$ cat src/rtl/uart_rx_cfg.sv
// Configurable UART receiver: two-flop line synchronizer, mid-bit sampling
// FSM with optional even/odd parity and one or two checked stop bits.
// Ports:
//   i_CLK          sole clock, rising edge
//   i_RST          synchronous active-high reset
//   i_SERIAL_DATA  asynchronous serial line, idle high
//   o_DATA         last received word (LSB first on the line), held between pulses
//   o_DATA_VALID   one-cycle pulse; o_DATA and error flags are valid
//   o_PARITY_ERR   parity mismatch on the flagged frame
//   o_FRAME_ERR    a stop-bit sample was low on the flagged frame
//   o_BUSY         receiver is not idle
module uart_rx_cfg #(
    parameter int unsigned CYCLES_PER_BIT = 434,
    parameter int unsigned DATA_BITS      = 8,
    parameter int unsigned PARITY_MODE    = 0,
    parameter int unsigned STOP_BITS      = 1
) (
    input  logic                 i_CLK,
    input  logic                 i_RST,
    input  logic                 i_SERIAL_DATA,
    output logic [DATA_BITS-1:0] o_DATA,
    output logic                 o_DATA_VALID,
    output logic                 o_PARITY_ERR,
    output logic                 o_FRAME_ERR,
    output logic                 o_BUSY
);

    localparam int unsigned CNT_W = $clog2(CYCLES_PER_BIT);
    localparam int unsigned IDX_W = $clog2(DATA_BITS);

    localparam logic [CNT_W-1:0] HALF_BIT   = CNT_W'((CYCLES_PER_BIT - 1) / 2);
    localparam logic [CNT_W-1:0] FULL_BIT   = CNT_W'(CYCLES_PER_BIT - 1);
    localparam logic [IDX_W-1:0] LAST_DATA  = IDX_W'(DATA_BITS - 1);
    localparam logic [IDX_W-1:0] LAST_STOP  = IDX_W'(STOP_BITS - 1);
    localparam logic             ODD_PARITY = 1'(PARITY_MODE == 2);
    localparam logic             HAS_PARITY = 1'(PARITY_MODE != 0);

    typedef enum logic [6:0] {
        S_IDLE      = 7'b0000001,
        S_START     = 7'b0000010,
        S_DATA      = 7'b0000100,
        S_PARITY    = 7'b0001000,
        S_STOP      = 7'b0010000,
        S_DONE      = 7'b0100000,
        S_WAIT_HIGH = 7'b1000000
    } state_e;

    state_e               state_q, state_d;
    logic [CNT_W-1:0]     cnt_q, cnt_d;
    logic [IDX_W-1:0]     idx_q, idx_d;
    logic [1:0]           sync_q, sync_d;
    logic [DATA_BITS-1:0] shreg_q, shreg_d;
    logic                 perr_q, perr_d;
    logic                 ferr_q, ferr_d;
    logic [DATA_BITS-1:0] dout_q, dout_d;
    logic                 valid_q, valid_d;
    logic                 dperr_q, dperr_d;
    logic                 dferr_q, dferr_d;
    logic                 busy_q, busy_d;
    logic                 rx;

    // Only the second synchronizer flop feeds decisions.
    assign rx = sync_q[1];

    // Next-state, counters, data path and registered-output inputs.
    always_comb begin
        state_d = state_q;
        cnt_d   = cnt_q + CNT_W'(1);
        idx_d   = idx_q;
        sync_d  = {sync_q[0], i_SERIAL_DATA};
        shreg_d = shreg_q;
        perr_d  = perr_q;
        ferr_d  = ferr_q;
        dout_d  = dout_q;
        valid_d = 1'b0;
        dperr_d = dperr_q;
        dferr_d = dferr_q;

        case (state_q)
            S_IDLE: begin
                cnt_d = '0;
                idx_d = '0;
                if (!rx) begin
                    state_d = S_START;
                    perr_d  = 1'b0;
                    ferr_d  = 1'b0;
                end
            end
            S_START: begin
                // Mid-start resample rejects glitches shorter than half a bit.
                if (cnt_q == HALF_BIT) begin
                    cnt_d   = '0;
                    state_d = rx ? S_IDLE : S_DATA;
                end
            end
            S_DATA: begin
                if (cnt_q == FULL_BIT) begin
                    cnt_d   = '0;
                    shreg_d = {rx, shreg_q[DATA_BITS-1:1]};
                    if (idx_q == LAST_DATA) begin
                        idx_d   = '0;
                        state_d = HAS_PARITY ? S_PARITY : S_STOP;
                    end else begin
                        idx_d = idx_q + IDX_W'(1);
                    end
                end
            end
            S_PARITY: begin
                if (cnt_q == FULL_BIT) begin
                    cnt_d   = '0;
                    perr_d  = (((^shreg_q) ^ rx) != ODD_PARITY);
                    state_d = S_STOP;
                end
            end
            S_STOP: begin
                if (cnt_q == FULL_BIT) begin
                    cnt_d = '0;
                    if (!rx) begin
                        ferr_d = 1'b1;
                    end
                    if (idx_q == LAST_STOP) begin
                        idx_d   = '0;
                        state_d = S_DONE;
                    end else begin
                        idx_d = idx_q + IDX_W'(1);
                    end
                end
            end
            S_DONE: begin
                cnt_d   = '0;
                dout_d  = shreg_q;
                valid_d = 1'b1;
                dperr_d = perr_q;
                dferr_d = ferr_q;
                // A framing error may be a break; wait for the line to recover.
                state_d = ferr_q ? S_WAIT_HIGH : S_IDLE;
            end
            S_WAIT_HIGH: begin
                cnt_d = '0;
                if (rx) begin
                    state_d = S_IDLE;
                end
            end
            default: begin
                cnt_d   = '0;
                idx_d   = '0;
                state_d = S_IDLE;
            end
        endcase

        busy_d = (state_d != S_IDLE);
    end

    // State and output registers with synchronous reset.
    always_ff @(posedge i_CLK) begin
        if (i_RST) begin
            state_q <= S_IDLE;
            cnt_q   <= '0;
            idx_q   <= '0;
            sync_q  <= 2'b11;
            shreg_q <= '0;
            perr_q  <= 1'b0;
            ferr_q  <= 1'b0;
            dout_q  <= '0;
            valid_q <= 1'b0;
            dperr_q <= 1'b0;
            dferr_q <= 1'b0;
            busy_q  <= 1'b0;
        end else begin
            state_q <= state_d;
            cnt_q   <= cnt_d;
            idx_q   <= idx_d;
            sync_q  <= sync_d;
            shreg_q <= shreg_d;
            perr_q  <= perr_d;
            ferr_q  <= ferr_d;
            dout_q  <= dout_d;
            valid_q <= valid_d;
            dperr_q <= dperr_d;
            dferr_q <= dferr_d;
            busy_q  <= busy_d;
        end
    end

    assign o_DATA       = dout_q;
    assign o_DATA_VALID = valid_q;
    assign o_PARITY_ERR = dperr_q;
    assign o_FRAME_ERR  = dferr_q;
    assign o_BUSY       = busy_q;

endmodule

$ cat config.mk
export PLATFORM = sky130hd
export DESIGN_NAME = uart_rx_cfg
export DESIGN_NICKNAME = d
export VERILOG_FILES = /design/src/rtl/uart_rx_cfg.sv
export SDC_FILE = /design/constraint.sdc
export NUM_CORES = 1
export LEC_CHECK = 0
export CAP_MARGIN = 20
export CORE_ASPECT_RATIO = 1.1
export CORE_MARGIN = 3
export CORE_UTILIZATION = 55
export CTS_CLUSTER_DIAMETER = 30
export DETAILED_ROUTE_END_ITERATION = 10
export GPL_TIMING_DRIVEN = 0
export PLACE_DENSITY = 0.82
export SYNTH_ARGS = -nofsm -noshare
export SYNTH_HDL_FRONTEND = slang
export SYNTH_SLANG_ARGS = --single-unit
$ cat constraint.sdc
create_clock -name i_CLK -period 2.5 [get_ports i_CLK]
set_input_delay 0.25 -clock i_CLK [delete_from_list [all_inputs] [get_ports i_CLK]]
set_output_delay 0.25 -clock i_CLK [all_outputs]
set_load 0.05 [all_outputs]
==> results.md, run 1 <==
* Vias per std cell at 5.38
* Clk sink count at 43
* Synth top cells by count: dfxtp_1, nand2_1, nor2_1
* Num ports at 15
* Via count at 1,610
* Skew-Pair Late Insertion Delay at 0.34 ns
* Global-route wire length before repair at 6640 µm
* Synth Register Bits at 43
* Final hold vios at 0
* Synth area leader: dfxtp_1
* Reg-to-reg startpoint: state_q[4]
* Ys flop type: dfxtp_1
* Max-slew violation count at 0
* Library cells used by synthesis at 38
* RSZ-0062 raised after global routing: false
* Area grow syn2layout at 14.3%
* CP Capture Type: register
* TritonCTS clock tree: yes
* Initial antenna violation count at 0
* DRC viols at 0
* Num CTS Buffers at 5
* Hold Worst Slack at 0.420 ns
* Tot GR Track Use at 0.185
* Number of setup violations in the final report at 0
* Register area share after synthesis at 0.430
* Final period util at 0.867
* Avg Cell Area, Syn at 8.74 µm²
* Worst vdd ir at 0.000352 V
* Crit Path Category: reg2reg
* Fraction of registers with async set or reset after synthesis at 0
* Core box area at 0.00341 mm²
* Clock Pin Slew Worst Setup and Hold Paths at 0.12 ns
* F_max at 461 MHz
* Max H-tree Level at 2
* Die extent in x at 63.5 µm
* Clock Skew at 0.00984 ns
* CTS Hold Bufs at 0
* Worst-margin pin slew at 0.507 ns
* Status: finished clean
* Nets at 259
* RePlAce Congestion at 0.909
* Syn nets at 238
* Worst hold start: sync_q[0]
* Lkg Pwr at 0.000876 µW
* Setup tns final at 0 ns
* EDFF count, synth at 0
* Layout cells sized above 1 at 0.0757
* Antenna Cells at 0
* Synth warn at 0
* Share of the synthesized area in the top cell type at 0.430
* Die ar. at 0.00440 mm²
* Cell Area, Synth at 0.00200 mm²
* Chip Height at 69.3 µm
* Largest net degree at the start of global routing at 14
* Most frequent cell after synthesis: dfxtp_1
* PwrDens at 518 mW/mm²
* ANT nets after route at 0
* Bufs on Longest Clock Path at 2
* CP Launch Type: register
* Gate Count Post-Synth at 229
* FP Rows at 22
* Total Wirelength at 3780 µm
* Hold Path Class: reg2reg
* WP data arrival at 2.41 ns
* Rel. slew slack at 0.659
* GR Overflow Total at 0
* Post-CTS Repair Setup Buffers at 0
* Buffers on Ports at 14
* Required @ worst endpoint at 2.74 ns
* DR WL/cell at 12.6 µm
* Critical path startpoint: state_q[4]
* Synth area leaders: dfxtp_1, nand2_1, nor2_1
* Vias in the first global route at 1,487
* Cts repair resizes at 0
* Placed wire-length estimate at 2820 µm
* Fin crit period at 2.17 ns
* First-pass iteration count of the detailed router at 4
* Max FO, Critical Path at 9
* Fill cell count at 316
* Total of max-cap violations at 0
* Iteration-0 DRC Markers at 145
* CTS root buf: clkbuf_4
* Initial Utilization at 0.586
## stage by stage
| stage | power [µW] | area [µm²] | cells | setup WS, ns | util |
|---|---|---|---|---|---|
| floorplan | 737 | 2000 | 229 | 0.548 | - |
| global placement | 750 | 2200 | 291 | 0.377 | 0.645 |
| detailed placement | 751 | 2200 | 291 | 0.393 | 0.645 |
| CTS | 1200 | 2290 | 299 | 0.386 | 0.670 |
| global route | 1230 | 2290 | 299 | 0.192 | 0.670 |
| finish | 1180 | 2290 | 299 | 0.331 | 0.670 |
## flip-flops by register name, summed over array words and instances (netlist names)
register / flops
cnt_q: 9
o_DATA: 8
o_BUSY: 1
shreg_q: 8
o_DATA_VALID: 1
sync_q: 2
o_FRAME_ERR: 1
state_q: 7
idx_q: 3
perr_q: 1
ferr_q: 1
o_PARITY_ERR: 1
## final cells by class
type / count / area [µm²] / area share
plain buffers: 10 / 47.5 / 0.0208
clock buffers: 6 / 51.3 / 0.0224
clock inverters: 2 / 35.0 / 0.0153
inverters: 10 / 37.5 / 0.0164
multi-input cells: 166 / 1050 / 0.461
flip-flops and latches: 43 / 861 / 0.376
well taps: 48 / 60.1 / 0.0263
repair buffers: 14 / 140 / 0.0613
## worst paths after layout
path	to	slack (ns)	cells after the start
setup reg to reg	state_q[0]	0.33	6
hold / removal	sync_q[1]	0.42	1
hold reg to reg	sync_q[1]	0.42	1
setup / recovery	state_q[0]	0.33	6
## cells by family after synthesis
logic type / count (synthesis) / synth area share
flops: 43 / 0.430
simple gates: 98 / 0.260
buf+inv: 20 / 0.0425
mux: 9 / 0.0450
compound gates: 35 / 0.0988
fa+ha+maj: 6 / 0.0375
xor+xnor: 18 / 0.0857
## report_power, final
group	leakage, µW	switching [µW]	total [µW]	internal [µW]
clock	0.0000482	213	449	236
sequential	0.000347	4.76	694	689
combinational	0.000481	26.8	41.7	14.9
## layout by cell type (no fill, tap or decap), types with 4 or more instances in the layout
| master | instances |
|---|---|
| nand3_1 | 6 |
| ha_1 | 6 |
| o21ai_0 | 8 |
| a21oi_1 | 19 |
| xnor2_1 | 8 |
| nand4b_1 | 4 |
| xor2_1 | 9 |
| nand2_1 | 30 |
| inv_1 | 9 |
| clkdlybuf4s50_1 | 14 |
| mux2i_1 | 9 |
| clkbuf_1 | 7 |
| nor2_1 | 27 |
| clkbuf_4 | 5 |
| nor3_1 | 7 |
| dfxtp_1 | 43 |
## per-layer routing
layer / vias to the layer above / track usage / part of all wire
li1: 822 / - / -
met1: 739 / 0.248 / 0.46
met2: 38 / 0.285 / 0.47
met3: 11 / 0.0551 / 0.049
met4: 0 / 0.0600 / 0.023
met5: - / 0 / 0
## worst max-delay path, stage by stage, from the launching register on
cell	delay (ns)
dfxtp_1	0.32
buf_2	0.17
nor3_1	0.37
o211ai_1	0.16
a21oi_1	0.45
o31ai_1	0.22
or3_1	0.39
Power figures use the tool's default switching activity.
==> inputs of run 2 (changes only) <==
--- a/config.mk
+++ b/config.mk
@@ -8,11 +8,11 @@
 export CAP_MARGIN = 20
 export CORE_ASPECT_RATIO = 1.1
 export CORE_MARGIN = 3
-export CORE_UTILIZATION = 55
+export CORE_UTILIZATION = 39
 export CTS_CLUSTER_DIAMETER = 30
 export DETAILED_ROUTE_END_ITERATION = 10
 export GPL_TIMING_DRIVEN = 0
-export PLACE_DENSITY = 0.82
+export PLACE_DENSITY = 0.63
 export SYNTH_ARGS = -nofsm -noshare
 export SYNTH_HDL_FRONTEND = slang
 export SYNTH_SLANG_ARGS = --single-unit
==> results.md, run 2 (same netlist as run 1, synthesis figures left out) <==
* Status: finished clean (unchanged)
* Placed wire-length estimate at 2930 µm (was 2820 µm)
* Reg with most FFs: cnt_q (unchanged)
* Num CTS Buffers at 5 (unchanged)
* Initial Utilization at 0.418 (was 0.586)
* Clk sink count at 43 (unchanged)
* Nets at 259 (unchanged)
* Final hold vios at 0 (unchanged)
* Cts repair resizes at 0 (unchanged)
* CTS root buf: clkbuf_8 (was clkbuf_4)
* Final setup margin at 0.354 ns (was 0.331 ns)
* Total Wirelength at 4010 µm (was 3780 µm)
* Layout cells sized above 1 at 0.0757 (unchanged)
* Commonest non-fill, non-tap cell in the layout: dfxtp_1 (unchanged)
* Max FO, Critical Path at 8 (was 9)
* Required @ worst endpoint at 2.72 ns (was 2.74 ns)
* Rel. slew slack at 0.642 (was 0.659)
* Worst-margin pin slew at 0.536 ns (was 0.507 ns)
* Via count at 1,622 (was 1,610)
* FP Rows at 26 (was 22)
* WP data arrival at 2.37 ns (was 2.41 ns)
* Num ports at 15 (unchanged)
* Antenna Cells at 0 (unchanged)
* Fin crit period at 2.15 ns (was 2.17 ns)
* Chip Height at 81.1 µm (was 69.3 µm)
* TritonCTS clock tree: yes (unchanged)
* Max H-tree Level at 2 (unchanged)
* GR Overflow Total at 0 (unchanged)
* Setup tns final at 0 ns (unchanged)
* Vias per std cell at 5.28 (was 5.38)
* Hold Path Class: reg2reg (unchanged)
* Bufs on Longest Clock Path at 2 (unchanged)
* Die ar. at 0.00603 mm² (was 0.00440 mm²)
* Crit Path Category: reg2reg (unchanged)
* CP Launch Type: register (unchanged)
* Top Family by Delay on Critical Path: simple AND/OR/NAND/NOR gates (was compound AO/OA/AOI/OAI gates)
* Iteration-0 DRC Markers at 138 (was 145)
* Number of setup violations in the final report at 0 (unchanged)
* Skew-Pair Late Insertion Delay at 0.29 ns (was 0.34 ns)
* Final Total Pwr at 1380 µW (was 1180 µW)
* RSZ-0062 raised after global routing: false (unchanged)
* Worst path cell trace: ha_1, nand4b_1, nor4_4, nor2_1, or4b_1, a21oi_1 (was buf_2, nor3_1, o211ai_1, a21oi_1, o31ai_1, or3_1)
* Most frequent cells in the layout: dfxtp_1, nand2_1, nor2_1 (unchanged)
* RePlAce Congestion at 0.863 (was 0.909)
* Vias in the first global route at 1,508 (was 1,487)
* Die extent in x at 74.3 µm (was 63.5 µm)
* Clock Pin Slew Worst Setup and Hold Paths at 0.08 ns (was 0.12 ns)
* Max-slew violation count at 0 (unchanged)
* Initial antenna violation count at 0 (unchanged)
* DR WL/cell at 13.0 µm (was 12.6 µm)
* CTS Hold Bufs at 0 (unchanged)
* PwrDens at 587 mW/mm² (was 518 mW/mm²)
* Buffers on Ports at 14 (unchanged)
* Max reg flops at 9 (unchanged)
* DRC viols at 0 (unchanged)
* Critical path buffer and inverter count at 0 (was 1)
* Setup WS pre-CTS at 0.361 ns (was 0.393 ns)
* Area grow syn2layout at 17.3% (was 14.3%)
* Core box area at 0.00478 mm² (was 0.00341 mm²)
* Lkg Pwr at 0.000892 µW (was 0.000876 µW)
* F_max at 466 MHz (was 461 MHz)
* Hold Worst Slack at 0.415 ns (was 0.420 ns)
* Tot GR Track Use at 0.152 (was 0.185)
* Post-CTS Repair Setup Buffers at 0 (unchanged)
* ANT nets after route at 0 (unchanged)
* Critical path's largest stage delay at 0.51 ns (was 0.45 ns)
* Total of max-cap violations at 0 (unchanged)
* Largest net degree at the start of global routing at 15 (was 14)
* CP max-delay cell: or4b_1 (was a21oi_1)
* Clock Skew at 0.00579 ns (was 0.00984 ns)
* Final period util at 0.858 (was 0.867)
* First-pass iteration count of the detailed router at 5 (was 4)
* CP Capture Type: register (unchanged)
* Worst vdd ir at 0.000390 V (was 0.000352 V)
* Global-route wire length before repair at 7060 µm (was 6640 µm)
run 2: changes by cell type in the layout (fill, tap and decap cells not counted), sizes merged:
cell,delta
clkbuf,-1
clkinv,-1
clkinvlp,+1
bufinv,+1
run 2: path summary, 6_finish.rpt:
check                                from         to  slack, ns  cells after the start
worst max-delay path             cnt_q[0]   idx_q[0]       0.35                      6
worst min-delay path            sync_q[0]  sync_q[1]       0.41                      1
worst max register to register   cnt_q[0]   idx_q[0]       0.35                      6
worst min register to register  sync_q[0]  sync_q[1]       0.41                      1
run 2: routing by layer:
| layer | track usage | up-vias | part of all wire |
|---|---|---|---|
| met4 | 0.0534 | 0 | 0.017 |
| met3 | 0.0347 | 8 | 0.032 |
| met2 | 0.242 | 29 | 0.47 |
| met5 | 0 | - | 0 |
| met1 | 0.201 | 758 | 0.48 |
| li1 | - | 827 | - |
run 2: cell type report:
type | instances | area [µm²]
Clock inverter | 3 | 67.6
Multi-Input combinational cell | 166 | 1050
Clock buffer | 5 | 68.8
Tap cell | 56 | 70.1
Inverter | 10 | 37.5
Sequential cell | 43 | 861
Fill cell | 467 | 2430
Timing Repair Buffer | 14 | 140
Buffer | 10 | 47.5
run 2: per-stage QoR:
step | cells | area, µm² | util
6_report | 307 | 2350 | 0.491
5_1_grt | 307 | 2350 | 0.491
4_1_cts | 307 | 2350 | 0.491
3_5_place_dp | 299 | 2210 | 0.462
3_3_place_gp | 299 | 2210 | 0.462
2_1_floorplan | 229 | 2000 | -
run 2: power breakdown:
part | switching [µW] | internal (µW)
registers | 5.01 | 689
logic | 27.7 | 14.9
clock network | 242 | 398
total | 275 | 1100
==> variant 1: new RTL, flow settings as in run 1 <==
Set the parameter `CYCLES_PER_BIT` to 217 (it was 434).
--- a/src/rtl/uart_rx_cfg.sv
+++ b/src/rtl/uart_rx_cfg.sv
@@ -12,3 +12,3 @@
 module uart_rx_cfg #(
-    parameter int unsigned CYCLES_PER_BIT = 434,
+    parameter int unsigned CYCLES_PER_BIT = 217,
     parameter int unsigned DATA_BITS      = 8,
Function: same outputs for any inputs over 10 cycles, from zero or initial values and one cycle with i_RST high; that may be too few to reach the edited logic, so the function may still have changed.
==> variant 1 against run 1 <==
Sequential share of layout area decreased by 0.69 points; clock skew is 0.0023 ns lower; via count fell by 5.4%; largest power group unchanged; wire length shrank 4.4%; core utilization fell by 0.33 points; total power fell by 3.3%; synthesized area up 0.50%; sequential cell count shrank 1; critical endpoint is now idx_q[2]; design area decreased by 0.49%; critical path type unchanged; worst setup slack improved by 0.017 ns; largest cell class unchanged.
==> variant 1: results (changes against run 1) <==
| Metric | Value |
|---|---|
| Post-CTS Setup Inserts | 0 (unchanged) |
| Setup crit start | cnt_q[0] (was state_q[4]) |
| Synth Net Count | 220 (was 238) |
| Post-DP HPWL | 2650 um (was 2820 um) |
| GRT Total Usage | 18.0% (was 18.5%) |
| Vias in the first global route | 1433 (was 1487) |
| Multiplexer share of the synthesized area | 8.46% (was 4.50%) |
| Synth Area in Adders | 3.11% (was 3.75%) |
| Worst slew pin tran | 0.571 ns (was 0.507 ns) |
| Initial DRC Count | 36 (was 145) |
| Layout cells sized above 1 | 9.44% (was 7.57%) |
| Seq/Total Area, Yosys | 41.8% (was 43.0%) |
| Seq power | 0.000678 W (was 0.000694 W) |
| Post-Route WL | 3610 um (was 3780 um) |
| CP Data Arrival Time | 2.44 ns (was 2.41 ns) |
| Synth Area in Compound Gates | 8.53% (was 9.88%) |
| First-pass GRT wire length | 6410 um (was 6640 um) |
| Setup WS pre-CTS | 0.365 ns (was 0.393 ns) |
| Final non-filler cell total | 281 (was 299) |
| Met2 WL | 1700 um (was 1770 um) |
| Pin count of the biggest net entering global routing | 13 (was 14) |
| Hold_sp | i_RST (was sync_q[0]) |
| Synth top cells by count | dfxtp_1 (42), nor2_1 (36), mux2i_1 (17), nand2_1 (10) (was dfxtp_1 (43), nand2_1 (30), nor2_1 (27), a21oi_1 (19)) |
| Port Buffers | 13 (was 14) |
| Distinct cells, synth | 51 (was 38) |
| Clock Skews | 0.00757 ns (was 0.00984 ns) |
| Sequential Power Share | 59.2% (was 58.6%) |
| Metal-1 WL | 1720 um (was 1740 um) |
| Net load switching power | 0.000243 W (was 0.000244 W) |
| Synth top area cells | dfxtp_1 (42%), mux2i_1 (8.5%), nor2_1 (6.7%) (was dfxtp_1 (43%), nand2_1 (5.6%), nor2_1 (5.1%)) |
| Routed via count | 1523 (was 1610) |
| Clock transition at the registers of the reported paths | 0.11 ns |
| Post-Synthesis Cells | 212 (was 229) |
| Min-Delay Path Class | input port to flip-flop (was flip-flop to flip-flop) |
| Synth Area in XOR/XNOR | 7.22% (was 8.57%) |
| GP Congestion | 0.805 (was 0.909) |
| YS warnings | 0 (unchanged) |
| # fillers | 310 (was 316) |
| End of the critical path | idx_q[2] (was state_q[0]) |
| Path depth of the worst reg2reg path | 7 (was 6) |
| Worst vdd ir | 0.373 mV (was 0.352 mV) |
| P_leak | 0.942 nW (was 0.876 nW) |
| NumNets Final | 240 (was 259) |
| Status | complete, no violations (unchanged) |
| FMAX | 465 MHz (was 461 MHz) |
| WL met3 | 133 um (was 184 um) |
-- variant 1: cell types whose count changed after synthesis, sizes merged, moves of 3 or more --
| cell | change |
|---|---|
| mux2i | +8 |
| xor2 | -3 |
| nand4b | -3 |
| a2bb2oi | +3 |
| nor2 | +9 |
| nor2b | +3 |
| nand2 | -19 |
| nor3 | -3 |
| o21ai | -4 |
| a21oi | -12 |
| buf | +3 |
-- variant 1: metal layers --
| layer | global-route usage, % | up-vias |
|---|---|---|
| li1 | - | 773 |
| met1 | 23.6 | 724 |
| met2 | 28.1 | 19 |
| met3 | 5.02 | 7 |
| met4 | 6.47 | 0 |
| met5 | 0 | - |
-- variant 1: final cells by class --
| type | instances | area [um^2] | share of cell area [%] |
|---|---|---|---|
| flip-flops and latches | 42 | 841 | 36.9 |
| repair buffers | 13 | 130 | 5.72 |
| inverters | 8 | 30.0 | 1.32 |
| multi-input cells | 151 | 1050 | 46.2 |
| plain buffers | 11 | 87.6 | 3.85 |
| clock inverters | 1 | 30.0 | 1.32 |
| well taps | 48 | 60.1 | 2.64 |
| clock buffers | 7 | 45.0 | 1.98 |
-- variant 1: worst max-delay path, cell delays in order (launching register included) --
cell and delay (ns):
dfxtp_1 0.35, inv_1 0.08, ha_1 0.20, nand4_2 0.11
nor4b_4 0.51, o22ai_2 0.19, or4_1 0.50, a21oi_1 0.15
-- variant 1: worst min path at each step --
stage	endpoint	slack (ns)	depth (start not counted)
final	sync_q[1]	0.18	2
after global routing	sync_q[1]	0.16	2
after CTS	sync_q[1]	0.17	2
after detailed placement	sync_q[1]	0.41	1
after global placement	sync_q[1]	0.39	1
after floorplan	sync_q[0]	0.35	1
==> variant 2: new RTL, config.mk and constraints of run 1 <==
Made on the original files. Reset style: asynchronous (`i_RST`), changed in one clocked block. Comments in the files are not updated.
--- a/src/rtl/uart_rx_cfg.sv
+++ b/src/rtl/uart_rx_cfg.sv
@@ -154,3 +154,3 @@
     // State and output registers with synchronous reset.
-    always_ff @(posedge i_CLK) begin
+    always_ff @(posedge i_CLK or posedge i_RST) begin
         if (i_RST) begin
Function: differs if i_RST is asserted again (counterexample within 4 cycles, from zero or initial values and one cycle with i_RST high); with i_RST held inactive, the same outputs for 10 cycles.
==> variant 2 against run 1 <==
Core utilization about the same; synthesized cell count down 11%; sequential cell count unchanged; die area up 8.5%; design area up 9.6%; synthesized area up 9.3%; wire length up 4.3%; fmax down 0.50%; critical path depth up 2; non-clock buffer count up 1; worst setup slack worse by 0.011 ns; critical endpoint is now shreg_q[1].
Power is not compared: it rests on default switching activity, and its combinational part moved more than twofold at a synthesized area within 25%.
==> variant 2: results (changes against run 1) <==
| Metric | Value |
|---|---|
| First-pass GRT wire length | 6690 um (was 6640 um) |
| Worst slew pin tran | 0.853 ns (was 0.507 ns) |
| Async SR Flop Fraction | 100% (was 0%) |
| P_leak | 1.13 nW |
| Status | complete, no violations (unchanged) |
| Post-Route WL | 3940 um (was 3780 um) |
| Pin count of the biggest net entering global routing | 44 (was 14) |
| Layout cells sized above 1 | 15.5% (was 7.57%) |
| Synth Net Count | 213 (was 238) |
| CP Data Arrival Time | 2.37 ns (was 2.41 ns) |
| Seq/Total Area, Yosys | 49.4% (was 43.0%) |
| NumNets Final | 234 (was 259) |
| Synth top cells by count | dfrtp_1 (40), nand2_1 (17), nor2_1 (16), nand3_1 (14), xnor2_1 (11) (was dfxtp_1 (43), nand2_1 (30), nor2_1 (27), a21oi_1 (19)) |
| Multiplexer share of the synthesized area | 10.5% (was 4.50%) |
| Critical path's slowest cell | nor4_2 (was a21oi_1) |
| CTS root buf | clkbuf_8 (was clkbuf_4) |
| Post-DP HPWL | 2810 um (was 2820 um) |
| Synth top area cells | dfrtp_1 (46%), mux2_4 (5.5%), xnor2_1 (4.4%) (was dfxtp_1 (43%), nand2_1 (5.6%), nor2_1 (5.1%)) |
| Routed via count | 1533 (was 1610) |
| Distinct cells, synth | 40 (was 38) |
| Worst-Skew Late Latency | 0.30 ns (was 0.34 ns) |
| Antenna cells | 0 (unchanged) |
| Initial DRC Count | 40 (was 145) |
| Slowest cell delay on critical path | 0.49 ns (was 0.45 ns) |
| Synth Area in Compound Gates | 6.12% (was 9.88%) |
| GRT Total Usage | 18.5% (about the same) |
| CP Max Fanout | 8 (was 9) |
| Min-Delay Path Class | input port to flip-flop (was flip-flop to flip-flop) |
| GP Congestion | 0.818 (was 0.909) |
==> variant 2: cell count changes in the layout (fill, tap and decap cells not counted), moves of 11 or more <==
cell | run 1 | this run
nand2_1 | 30 | 17
nor2_1 | 27 | 16
a21oi_1 | 19 | 5
dfrtp_1 | 0 | 40
dfxtp_1 | 43 | 0
==> variant 2: repair_timing <==
item                                    CTS  global route
endpoints found under the setup margin    0             3
gates resized for setup                   0             1
hold buffers                              0             0
==> variant 2: power by group <==
part / internal (W) / switching (W) / total, W / leakage (nW)
Combinational: 0.000109 / 0.000204 / 0.000313 / 0.482
Clock: 0.000297 / 0.000242 / 0.000540 / 0.0581
Sequential: 0.000734 / 0.0000288 / 0.000763 / 0.587
==> variant 2: logic make-up (layout without fill, tap and decap cells) <==
logic type | count (synthesis) | in the layout
AO/OA/AOI/OAI | 21 | 21
XOR/XNOR | 17 | 17
adder cells (fa/ha/maj) | 6 | 6
buffers and inverters | 20 | 42
flip-flops | 43 | 43
multiplexers | 18 | 18
AND/OR/NAND/NOR | 79 | 79
==> variant 2: worst paths after layout <==
kind	from	endpoint	slack, ns	cells past startpoint
worst max-delay path	cnt_q[1]	shreg_q[1]	0.32	8
worst min-delay path	i_SERIAL_DATA	sync_q[0]	0.35	1
worst max register to register	cnt_q[1]	shreg_q[1]	0.32	8
worst min register to register	sync_q[0]	sync_q[1]	0.36	0
max in group asynchronous	i_RST	state_q[4]	1.50	2
min in group asynchronous	i_RST	o_DATA[6]	0.46	2
==> variant 2: cell type report <==
cell class / instances / area [um^2]
Clock inverter: 3 / 43.8
Multi-Input combinational cell: 141 / 1020
Fill cell: 300 / 1230
Clock buffer: 5 / 68.8
Sequential cell: 43 / 1080
Inverter: 9 / 33.8
Buffer: 11 / 57.6
Timing Repair Buffer: 14 / 140
Tap cell: 50 / 62.6
==> variant 2: metrics by stage <==
step                utilization, %  std cells  worst slack [ns]  instance area (um^2)  total power [W]
floorplan                        -        204             0.503                  2190         0.000997
CTS                           66.9        276             0.175                  2500          0.00162
global placement              63.9        268             0.160                  2390          0.00107
detailed placement            63.9        268             0.178                  2390          0.00108
global route                  67.0        276             0.167                  2510          0.00170
finish                        67.0        276             0.320                  2510          0.00162
==> variant 2: layer usage <==
layer  part of all wire (%)  vias to the layer above  global-route usage (%)
li1                       -                      744                       -
met1                     46                      741                    24.7
met2                     48                       39                    28.9
met3                    4.0                        9                    5.11
met4                    1.8                        0                    6.77
met5                      0                        -                       0
==> variant 2: worst max-delay path: cells and delay by family, from the launching register on <==
kind | cells | cell delay (ns)
adder cells (fa/ha/maj) | 1 | 0.15
buffers and inverters | 3 | 0.38
flip-flops | 1 | 0.43
multiplexers | 1 | 0.30
AND/OR/NAND/NOR | 3 | 0.81
